$ cat config.mk
export PLATFORM = sky130hd
export DESIGN_NAME = can_mac_tx_framer
export DESIGN_NICKNAME = d
export VERILOG_FILES = /design/src/rtl/can_mac_tx_framer.sv
export SDC_FILE = /design/constraint.sdc
export NUM_CORES = 1
export LEC_CHECK = 0
export CAP_MARGIN = 0
export CORE_MARGIN = 1
export CORE_UTILIZATION = 45
export DETAILED_ROUTE_END_ITERATION = 10
export PLACE_DENSITY = 0.77
export SLEW_MARGIN = 20
export SYNTH_ARGS = -nofsm -noshare
export SYNTH_HDL_FRONTEND = slang
export SYNTH_SLANG_ARGS = --single-unit
$ cat constraint.sdc
create_clock -name clk -period 3.4 [get_ports clk]
set_input_delay 1.02 -clock clk [delete_from_list [all_inputs] [get_ports clk]]
set_output_delay 1.02 -clock clk [all_outputs]
set_load 0.005 [all_outputs]
$ cat src/rtl/can_mac_tx_framer.sv
// CAN MAC transmit framer: latches a standard-frame descriptor, appends CRC-15
// and streams the unstuffed frame MSB-first to the bit stuffer.
module can_mac_tx_framer (
  input  logic        clk,
  input  logic        reset,
  input  logic        frame_valid,
  output logic        frame_ready,
  input  logic [10:0] id,
  input  logic        rtr,
  input  logic [3:0]  dlc,
  input  logic [63:0] data,
  output logic        bit_out,
  output logic        bit_valid,
  input  logic        bit_ready,
  output logic        stuffing_enable,
  output logic        busy,
  output logic        done
);

  typedef enum logic [2:0] {IDLE, HDR, DATA, CRC, TAIL} state_t;

  state_t      state_q, state_d;
  logic [18:0] hdr_q, hdr_d;
  logic [63:0] data_q, data_d;
  logic [14:0] crc_q, crc_d, crc_step;
  logic [6:0]  cnt_q, cnt_d;
  logic [6:0]  nbits_q, nbits_d;
  logic        done_q, done_d;
  logic [3:0]  nbytes;
  logic        xfer;

  assign nbytes          = rtr ? 4'd0 : (dlc[3] ? 4'd8 : dlc);
  assign bit_valid       = (state_q != IDLE);
  assign busy            = (state_q != IDLE);
  assign frame_ready     = (state_q == IDLE) && reset;
  assign stuffing_enable = (state_q == HDR) || (state_q == DATA) || (state_q == CRC);
  assign done            = done_q;
  assign xfer            = bit_valid && bit_ready;

  // Each field is held in a register whose MSB is the bit on the wire.
  always_comb begin
    bit_out = 1'b1;
    case (state_q)
      HDR:     bit_out = hdr_q[18];
      DATA:    bit_out = data_q[63];
      CRC:     bit_out = crc_q[14];
      default: bit_out = 1'b1;
    endcase
  end

  assign crc_step = {crc_q[13:0], 1'b0} ^ ((bit_out ^ crc_q[14]) ? 15'h4599 : 15'h0000);

  always_comb begin
    state_d = state_q;
    hdr_d   = hdr_q;
    data_d  = data_q;
    crc_d   = crc_q;
    cnt_d   = cnt_q;
    nbits_d = nbits_q;
    done_d  = 1'b0;
    case (state_q)
      IDLE: begin
        if (frame_valid && frame_ready) begin
          hdr_d   = {1'b0, id, rtr, 1'b0, 1'b0, dlc};
          data_d  = data;
          nbits_d = {nbytes, 3'b000};
          crc_d   = 15'h0000;
          cnt_d   = 7'd0;
          state_d = HDR;
        end
      end
      HDR: begin
        if (xfer) begin
          hdr_d = {hdr_q[17:0], 1'b0};
          crc_d = crc_step;
          if (cnt_q == 7'd18) begin
            cnt_d   = 7'd0;
            state_d = (nbits_q != 7'd0) ? DATA : CRC;
          end else begin
            cnt_d = cnt_q + 7'd1;
          end
        end
      end
      DATA: begin
        if (xfer) begin
          data_d = {data_q[62:0], 1'b0};
          crc_d  = crc_step;
          if (cnt_q == nbits_q - 7'd1) begin
            cnt_d   = 7'd0;
            state_d = CRC;
          end else begin
            cnt_d = cnt_q + 7'd1;
          end
        end
      end
      CRC: begin
        // The CRC register is final here, so it doubles as the output shifter.
        if (xfer) begin
          crc_d = {crc_q[13:0], 1'b0};
          if (cnt_q == 7'd14) begin
            cnt_d   = 7'd0;
            state_d = TAIL;
          end else begin
            cnt_d = cnt_q + 7'd1;
          end
        end
      end
      TAIL: begin
        if (xfer) begin
          if (cnt_q == 7'd9) begin
            cnt_d   = 7'd0;
            done_d  = 1'b1;
            state_d = IDLE;
          end else begin
            cnt_d = cnt_q + 7'd1;
          end
        end
      end
      default: state_d = IDLE;
    endcase
  end

  always_ff @(posedge clk) begin
    if (!reset) begin
      state_q <= IDLE;
      hdr_q   <= '0;
      data_q  <= '0;
      crc_q   <= '0;
      cnt_q   <= '0;
      nbits_q <= '0;
      done_q  <= 1'b0;
    end else begin
      state_q <= state_d;
      hdr_q   <= hdr_d;
      data_q  <= data_d;
      crc_q   <= crc_d;
      cnt_q   <= cnt_d;
      nbits_q <= nbits_d;
      done_q  <= done_d;
    end
  end

endmodule
==> summary.txt, run 1 <==
Placed design
  • PortBufs: 89
  • RePlAce Congestion: 0.823
  • Dpl hpwl: 7390 µm
  • Setup WS pre-CTS: 0.395 ns

Job
  • Max Cap Viol: 0

Cells and area
  • Diode count: 0
  • Area of the multi-input gates: 3020 µm²
  • Final core utilization: 59.1%
  • Area taken by flip-flops and latches: 2260 µm²
  • # fillers: 998
  • P&R area growth vs syn: 28.1%
  • Layout cell share with drive strength beyond 1: 6.70%
  • Layout net count: 732

STA
  • Final Hold Vio Count: 0
  • Final setup TNS: 0 ns
  • Slew Limit Fails: 0
  • Clock skew: 0.00772 ns
  • Final worst-path cycle share: 92.6%
  • Slew headroom: 30.7%
  • Worst-Margin Slew: 1.04 ns
  • # setup viols final: 0
  • RSZ-0062 raised after global routing: no
  • Min Tclk post-route: 3.15 ns
  • Max frequency: 317 MHz
  • PnR worst setup slack: 0.250 ns

Power and ir drop
  • Psw: 1.46 mW
  • Combinational Power Share: 26.3%
  • Flop pwr share: 37.1%
  • Pleak: 3.26 nW
  • Sw Ratio: 29.3%
  • Internal power: 3.52 mW
  • Clk pwr share: 36.6%
  • PwrDens: 704 nW/µm²
  • Peak supply drop: 0.000350 V

Critical path
  • Worst-path fanout max: 23
  • Critical path class: flop to primary output
  • Crit path max-delay cell type: dfxtp_1
  • Critical path's largest stage delay: 0.79 ns
  • CP Capture Type: primary output
  • Required @ worst endpoint: 2.38 ns
  • Critical Path Most Common Cell: nand2_1
  • Critical path, cell by cell: mux2i_1, nand2_1, o21ai_0, nand2_1, clkdlybuf4s50_1
  • WP data arrival: 2.13 ns
  • Startpoint Class: flop

Logic synthesis
  • Fraction of registers with async set/reset: 0%
  • Synth area leaders: dfxtp_1, mux2i_1, o211a_1
  • Synth top area share: 41.0%
  • Post-Synthesis Cells: 579
  • Mapped Nets: 667
  • Syn Area/Cell: 9.53 µm²
  • Post-synthesis cell type count: 53
  • Top post-synthesis cells by count: dfxtp_1, nand2_1, mux2i_1, o211a_1, clkbuf_1
  • Seq/Total Area, Yosys: 41.0%
  • Yosys warning count: 0
  • Mapped Area: 5520 µm²
  • Post-synth EDFFs: 0
  • Predominant post-synthesis flop cell: dfxtp_1
  • Most instantiated library cell after synthesis: dfxtp_1
  • Area leader, netlist: dfxtp_1
  • Yosys reg bits: 113

Clocking
  • Max H-tree Level: 4
  • Hold buffer count at cts: 0
  • Worst-path clk slew: 0.05 ns
  • Cts repair resizes: 0
  • CTS tree: yes
  • # clock sinks: 113
  • Clock Tree Root: clkbuf_16
  • Post-CTS setup buffer count: 0
  • Num CTS Buffers: 17
  • Clk buf depth: 2
  • Clk_lat worst skew: 0.41 ns

Global route
  • Grt ovf: 0
  • First-pass GRT wire length: 19600 µm
  • Initial antenna violation count: 0
  • Largest net degree at the start of global routing: 127
  • Vias in the first global route: 4303
  • Tot GR Track Use: 19.3%

Detailed routing
  • DRC: 0
  • Via count: 4417
  • Routed wire length: 11500 µm
  • Routed vias/inst: 5.49
  • Detail Route Antenna Nets: 0
  • DR WL/cell: 14.3 µm
  • Iteration-0 DRC Markers: 293
  • First-pass detailed-route iteration total: 5

Floorplanning
  • Rows: 40
  • CORE AREA: 12000 µm²
  • Die width: 113 µm
  • Initial Util: 46.2%
  • Die area: 12700 µm²
  • DIE HEIGHT: 113 µm
  • IO Pins: 90

Run status
  • Status: finished, final reports clean

Worst hold path
  • Type of the most critical hold path: flop to flop
==> flip-flops by register name, indices dropped and copies added, names as in the netlist <==
register  flops
cnt_q         7
crc_q        15
nbits_q       4
done          1
data_q       64
state_q       3
hdr_q        19
==> cell type report <==
class                           instances  area share (%)
Multi-Input combinational cell        412            42.7
Clock inverter                         10            1.86
Timing Repair Buffer                   94            13.6
Sequential cell                       113            32.0
Inverter                                6           0.319
Tap cell                              147            2.60
Clock buffer                           22            6.85
==> per-layer routing <==
metal / global-route usage (%) / routed length, µm / vias to the layer above
met5: 0 / 0 / -
met4: 8.62 / 171 / 0
met3: 6.32 / 611 / 16
met2: 32.1 / 5490 / 95
met1: 22.7 / 5220 / 2089
li1: - / - / 2217
==> cells in the final DEF (no fill, tap or decap), types with 5 or more instances in the layout <==
cell             count
clkinv_2             5
nand2_1            109
nor2_1              14
a21oi_1              5
xor2_1               5
nor2b_1             11
nor3_1               5
o211a_1             78
and2_1               5
dfxtp_1            113
inv_1                5
clkbuf_16           17
o21ai_1              9
mux2i_1             86
a22oi_1              8
xnor2_1              5
clkdlybuf4s50_1     88
a21boi_1             5
nand3_1              9
==> power by group through the flow <==
stage | combinational [mW] | clock, mW | sequential (mW)
after CTS | 1.32 | 1.86 | 1.85
after global routing | 1.45 | 1.91 | 1.89
after detailed placement | 1.31 | 0 | 1.87
after global placement | 1.26 | 0 | 1.85
after floorplan | 1.05 | 0 | 1.79
final | 1.31 | 1.82 | 1.85
==> worst max-delay path: cells and delay by family (launching register included) <==
kind            cells  cell delay [ns]
simple gates        2             0.13
buf+inv             1             0.44
mux                 1             0.26
flops               1             0.79
compound gates      1             0.10
==> final timing paths <==
path | slack (ns) | end | startpoint | cells after the start
worst max-delay path | 0.25 | bit_out | state_q[1] | 5
worst min-delay path | 0.45 | crc_q[10] | crc_q[10] | 2
worst max register to register | 1.03 | state_q[2] | state_q[1] | 5
worst min register to register | 0.45 | crc_q[10] | crc_q[10] | 2
==> through the flow <==
step / cells / power, mW / cell area, µm² / hold slack [ns]
final: 804 / 4.98 / 7070 / 0.451
after global routing: 804 / 5.26 / 7070 / 0.466
after CTS: 804 / 5.03 / 7070 / 0.453
after detailed placement: 772 / 3.18 / 6450 / 0.445
after global placement: 772 / 3.11 / 6450 / 0.437
after floorplan: 579 / 2.84 / 5520 / 0.429
==> cell families after synthesis <==
family	after synthesis	share of synthesized area, %
AND/OR/NAND/NOR	178	15.1
AO/OA/AOI/OAI	134	21.4
flip-flops	113	41.0
multiplexers	86	15.6
buffers and inverters	54	4.46
XOR/XNOR	10	1.59
adder cells (fa/ha/maj)	4	0.907
Note: power is estimated with default switching activity, not from simulation.
==> run 2: changes to the inputs <==
--- a/config.mk
+++ b/config.mk
@@ -10,6 +10,7 @@
 export CORE_UTILIZATION = 45
 export DETAILED_ROUTE_END_ITERATION = 10
 export PLACE_DENSITY = 0.77
+export SKIP_CTS_REPAIR_TIMING = 1
 export SLEW_MARGIN = 20
 export SYNTH_ARGS = -nofsm -noshare
 export SYNTH_HDL_FRONTEND = slang
==> constraint.sdc (replaced) <==
create_clock -name clk -period 3.3 [get_ports clk]
set_input_delay 0.99 -clock clk [delete_from_list [all_inputs] [get_ports clk]]
set_output_delay 0.99 -clock clk [all_outputs]
set_load 0.005 [all_outputs]
==> run 2 against run 1 <==
Hold slack improved by 0.0042 ns. Setup slack improved by 0.060 ns. Register-to-register slack lost 0.29 ns. Sequential share of layout area did not move. Clock-buffer cell count increased by 5. Combinational power is 5% higher. Sequential cell count unchanged. Clock power is 3% lower. Utilization stayed put. Global-route usage shrank 0.17 points. Clock skew is 0.00055 ns higher. Critical path depth down 2.
==> summary.txt, run 2 (same netlist as run 1, synthesis figures left out) <==
Floorplanning
  • IO Pins: 90 (unchanged)
  • Rows: 40 (unchanged)
  • Initial Util: 46.2% (unchanged)
  • Die area: 12700 µm² (unchanged)
  • DIE HEIGHT: 113 µm (unchanged)
  • CORE AREA: 12000 µm² (unchanged)
  • Die width: 113 µm (unchanged)

STA
  • Final Hold Vio Count: 0 (unchanged)
  • Final setup TNS: 0 ns (unchanged)
  • Min Tclk post-route: 2.99 ns
  • Final worst-path cycle share: 90.6%
  • Slew headroom: 30.1% (was 30.7%)
  • Clock skew: 0.00828 ns (was 0.00772 ns)
  • Worst-Margin Slew: 1.05 ns (was 1.04 ns)
  • # setup viols final: 0 (unchanged)
  • Max frequency: 334 MHz
  • Worst hold slack: 0.456 ns (was 0.451 ns)
  • RSZ-0062 raised after global routing: no (unchanged)
  • Slew Limit Fails: 0 (unchanged)

Detailed routing
  • First-pass detailed-route iteration total: 4 (was 5)
  • Detail Route Antenna Nets: 0 (unchanged)
  • Routed wire length: 11700 µm (was 11500 µm)
  • Via count: 4458 (was 4417)
  • Routed vias/inst: 5.51 (was 5.49)
  • DR WL/cell: 14.5 µm (was 14.3 µm)
  • DRC: 0 (unchanged)
  • Iteration-0 DRC Markers: 276 (was 293)

Critical path
  • CP Capture Type: primary output (unchanged)
  • Startpoint Class: flop (unchanged)
  • WP data arrival: 2.00 ns (was 2.13 ns)
  • Required @ worst endpoint: 2.31 ns (was 2.38 ns)
  • Critical path class: flop to primary output (unchanged)
  • Worst-path fanout max: 22 (was 23)

Clocking
  • Clk_lat worst skew: 0.41 ns (about the same)
  • # clock sinks: 113 (unchanged)
  • CTS tree: yes (unchanged)
  • Num CTS Buffers: 17 (unchanged)
  • Max H-tree Level: 4 (unchanged)
  • Clock Tree Root: clkbuf_16 (unchanged)
  • Clk buf depth: 2 (unchanged)
  • Worst-path clk slew: 0.05 ns (about the same)

Job
  • Max Cap Viol: 0 (unchanged)

Global route
  • First-pass GRT wire length: 19600 µm (about the same)
  • Grt ovf: 0 (unchanged)
  • Vias in the first global route: 4231 (was 4303)
  • Initial antenna violation count: 0 (unchanged)
  • Largest net degree at the start of global routing: 85 (was 127)
  • Tot GR Track Use: 19.1% (was 19.3%)

Cells and area
  • Commonest non-fill, non-tap cell in the layout: dfxtp_1 (unchanged)
  • Post-Layout Cell Count: 809 (was 804)
  • Diode count: 0 (unchanged)
  • Top Registers: data_q (64), hdr_q (19), crc_q (15) (unchanged)
  • Commonest cells after routing, fill and taps aside: dfxtp_1, nand2_1, clkdlybuf4s50_1 (unchanged)
  • Max reg flops: 64 (unchanged)
  • Largest register by flop count: data_q (unchanged)
  • Layout cell share with drive strength beyond 1: 6.65% (was 6.70%)
  • P&R area growth vs syn: 28.1% (unchanged)
  • Layout net count: 737 (was 732)

Placed design
  • RePlAce Congestion: 0.786 (was 0.823)
  • PortBufs: 89 (unchanged)
  • Inst Count DP: 777 (was 772)
  • Dpl hpwl: 7880 µm (was 7390 µm)

Power and ir drop
  • Peak supply drop: 0.000282 V (was 0.000350 V)
  • PwrDens: 715 nW/µm² (was 704 nW/µm²)
  • Pleak: 3.26 nW (about the same)

Worst hold path
  • Type of the most critical hold path: flop to flop (unchanged)

Run status
  • Status: finished, final reports clean (unchanged)
-- run 2: cell count changes in the layout (fill, tap and decap cells not counted), sizes merged --
cell | previous run | this run
buf | 6 | 11
clkbuf | 22 | 27
clkinv | 6 | 3
bufinv | 3 | 2
clkinvlp | 1 | 0
-- run 2: per-stage QoR --
stage	area [µm²]	utilization [%]	power [mW]	setup WS [ns]
2_1_floorplan	5520	-	2.92	0.827
3_3_place_gp	6490	54.3	3.23	0.489
3_5_place_dp	6490	54.3	3.31	0.396
4_1_cts	7070	59.1	5.09	0.311
5_1_grt	7070	59.1	5.34	0.178
6_report	7070	59.1	5.05	0.310
-- run 2: final timing paths --
kind         startpoint              end  slack (ns)  cells past startpoint
max          state_q[0]  stuffing_enable        0.31                      3
min reg2reg    crc_q[8]         crc_q[8]        0.46                      2
max reg2reg  state_q[1]       data_q[34]        0.74                      6
min            crc_q[8]         crc_q[8]        0.46                      2
-- run 2: area by class of cell --
class	count	area [µm²]
clock buffer	27	503
clock inverter	5	75.1
fill	969	4890
inverter	6	22.5
multi-input combinational	412	3020
sequential	113	2260
tap	147	184
timing repair buffer	99	1000
-- run 2: worst max-delay path: stages (launching register included) --
cell and delay, ns:
dfxtp_1 0.73, nor2_1 0.19, nor2_1 0.16, clkdlybuf4s50_1 0.52
-- run 2: power by group --
group | internal [mW] | switching, mW | total [mW]
Clock | 1.19 | 0.583 | 1.77
Combinational | 0.701 | 0.677 | 1.38
Sequential | 1.69 | 0.219 | 1.91
-- run 2: routing by layer --
| metal | routed length, µm | part of all wire, % | global-route usage (%) | vias up |
|---|---|---|---|---|
| met5 | 0 | 0 | 0 | - |
| met4 | 120 | 1.0 | 7.02 | 0 |
| met3 | 715 | 6.1 | 6.00 | 11 |
| met2 | 5580 | 48 | 31.6 | 116 |
| met1 | 5300 | 45 | 23.4 | 2102 |
| li1 | - | - | - | 2229 |
==> run 3: changes to the inputs <==
--- a/config.mk
+++ b/config.mk
@@ -7,9 +7,9 @@
 export LEC_CHECK = 0
 export CAP_MARGIN = 0
 export CORE_MARGIN = 1
-export CORE_UTILIZATION = 45
+export CORE_UTILIZATION = 37
 export DETAILED_ROUTE_END_ITERATION = 10
-export PLACE_DENSITY = 0.77
+export PLACE_DENSITY = 0.67
 export SKIP_CTS_REPAIR_TIMING = 1
 export SLEW_MARGIN = 20
 export SYNTH_ARGS = -nofsm -noshare
==> run 3 against run 2 <==
Sequential power is essentially flat. Clock-buffer cell count decreased by 5. Global-route usage is 3.0 points lower. Non-clock buffer count down 4. Combinational power about the same. First-iteration DRC count is 31% higher. Largest cell class unchanged.
==> summary.txt, run 3 (same netlist as run 1, synthesis figures left out) <==
Critical path
  • Critical path class: flop to primary output (unchanged)
  • WP data arrival: 2.03 ns (was 2.00 ns)
  • Startpoint Class: flop (unchanged)
  • Worst R2R Start: state_q[0] (was state_q[1])
  • R2R Setup Slk: 1.03 ns (was 0.74 ns)
  • Required @ worst endpoint: 2.31 ns (about the same)
  • Register-to-Register Path Depth: 4 (was 6)
  • R2R Path End: hdr_q[3] (was data_q[34])
  • CP Capture Type: primary output (unchanged)
  • Worst-path fanout max: 15 (was 22)

Cells and area
  • Layout net count: 733 (was 737)
  • Final core utilization: 48.6% (was 59.1%)
  • P&R area growth vs syn: 27.9% (was 28.1%)
  • Top Registers: data_q (64), hdr_q (19), crc_q (15) (unchanged)
  • Commonest cells after routing, fill and taps aside: dfxtp_1, nand2_1, clkdlybuf4s50_1 (unchanged)
  • Largest register by flop count: data_q (unchanged)
  • Diode count: 0 (unchanged)
  • Layout cell share with drive strength beyond 1: 6.84% (was 6.65%)
  • Commonest non-fill, non-tap cell in the layout: dfxtp_1 (unchanged)
  • Max reg flops: 64 (unchanged)

Floorplanning
  • Rows: 44 (was 40)
  • Die area: 15400 µm² (was 12700 µm²)
  • CORE AREA: 14500 µm² (was 12000 µm²)
  • Initial Util: 38.0% (was 46.2%)
  • DIE HEIGHT: 124 µm (was 113 µm)
  • Die width: 124 µm (was 113 µm)
  • IO Pins: 90 (unchanged)

STA
  • Min Tclk post-route: 3.02 ns (was 2.99 ns)
  • Final worst-path cycle share: 91.4% (was 90.6%)
  • Final Hold Vio Count: 0 (unchanged)
  • Slew Limit Fails: 0 (unchanged)
  • RSZ-0062 raised after global routing: no (unchanged)
  • Clock skew: 0.00536 ns (was 0.00828 ns)
  • Final setup TNS: 0 ns (unchanged)
  • Slew headroom: 28.2% (was 30.1%)
  • Worst-Margin Slew: 1.08 ns (was 1.05 ns)
  • # setup viols final: 0 (unchanged)
  • Max frequency: 331 MHz (was 334 MHz)

Run status
  • Status: finished, final reports clean (unchanged)

Clocking
  • CTS tree: yes (unchanged)
  • Clock Tree Root: clkbuf_16 (unchanged)
  • # clock sinks: 113 (unchanged)
  • Max H-tree Level: 4 (unchanged)
  • Clk_lat worst skew: 0.41 ns (about the same)
  • Worst-path clk slew: 0.05 ns (about the same)
  • Clk buf depth: 2 (unchanged)
  • Num CTS Buffers: 17 (unchanged)

Worst hold path
  • Hold path depth: 2 (unchanged)
  • Hold Startpoint: hdr_q[4] (was crc_q[8])
  • Endpoint, Worst Hold: hdr_q[4] (was crc_q[8])
  • Type of the most critical hold path: flop to flop (unchanged)

Global route
  • Tot GR Track Use: 16.1% (was 19.1%)
  • First-pass GRT wire length: 19200 µm (was 19600 µm)
  • Grt ovf: 0 (unchanged)
  • Largest net degree at the start of global routing: 127 (was 85)
  • Vias in the first global route: 4140 (was 4231)
  • Initial antenna violation count: 0 (unchanged)

Power and ir drop
  • Pleak: 3.23 nW (was 3.26 nW)
  • Peak supply drop: 0.000424 V (was 0.000282 V)
  • PwrDens: 705 nW/µm² (was 715 nW/µm²)

Detailed routing
  • DRC: 0 (unchanged)
  • Detail Route Antenna Nets: 0 (unchanged)
  • Routed vias/inst: 5.32 (was 5.51)
  • Iteration-0 DRC Markers: 362 (was 276)
  • First-pass detailed-route iteration total: 6 (was 4)
  • DR WL/cell: 13.9 µm (was 14.5 µm)
  • Routed wire length: 11700 µm (about the same)
  • Via count: 4478 (was 4458)

Placed design
  • RePlAce Congestion: 0.856 (was 0.786)
  • Dpl hpwl: 7590 µm (was 7880 µm)
  • PortBufs: 89 (unchanged)

Job
  • Max Cap Viol: 0 (unchanged)
==> run 3: cell count changes in the layout (fill, tap and decap cells not counted), sizes merged <==
cell / change
clkinvlp: +2
clkbuf: -5
bufinv: -1
clkinv: +4
buf: -4
==> run 3: final cells by class <==
class,instances,area [µm²]
Inverter,6,22.5
Clock inverter,10,83.8
Clock buffer,22,484
Fill cell,1391,7470
Tap cell,184,230
Timing Repair Buffer,95,958
Multi-Input combinational cell,412,3020
Sequential cell,113,2260
==> run 3: layer usage <==
layer / vias up / wire length [µm] / track usage, %
li1: 2219 / - / -
met3: 17 / 619 / 5.72
met2: 86 / 5600 / 26.6
met1: 2156 / 5350 / 18.8
met5: - / 0 / 0
met4: 0 / 163 / 6.55
==> run 3: through the flow <==
step / instance area [µm²] / setup slack [ns] / power [mW] / instances / hold WS (ns)
after detailed placement: 6490 / 0.333 / 3.28 / 810 / 0.446
after global placement: 6490 / 0.491 / 3.22 / 810 / 0.439
after floorplan: 5520 / 0.827 / 2.92 / 579 / 0.429
after CTS: 7060 / 0.264 / 5.04 / 842 / 0.454
after global routing: 7060 / 0.0530 / 5.29 / 842 / 0.476
final: 7060 / 0.283 / 4.98 / 842 / 0.455
==> run 3: critical path, stage by stage (launching register included) <==
cell	delay, ns
dfxtp_1	0.64
mux2i_1	0.24
nand2_1	0.06
o21ai_0	0.12
nand2_1	0.10
clkdlybuf4s50_1	0.45
==> run 3: report_power, final <==
| group | total (mW) | internal [mW] | switching (mW) | leakage [nW] |
|---|---|---|---|---|
| Sequential | 1.90 | 1.69 | 0.213 | 0.924 |
| Clock | 1.73 | 1.11 | 0.624 | 0.281 |
| Combinational | 1.35 | 0.681 | 0.674 | 2.03 |
| Total | 4.98 | 3.47 | 1.51 | 3.23 |
==> run 3: worst max path at each step <==
stage | startpoint | end | slack (ns) | cells past startpoint
global route | state_q[1] | bit_out | 0.05 | 5
finish | state_q[1] | bit_out | 0.28 | 5
detailed placement | bit_ready | cnt_q[6] | 0.33 | 6
CTS | state_q[1] | bit_out | 0.26 | 5
global placement | bit_ready | cnt_q[6] | 0.49 | 6
floorplan | reset | frame_ready | 0.83 | 3
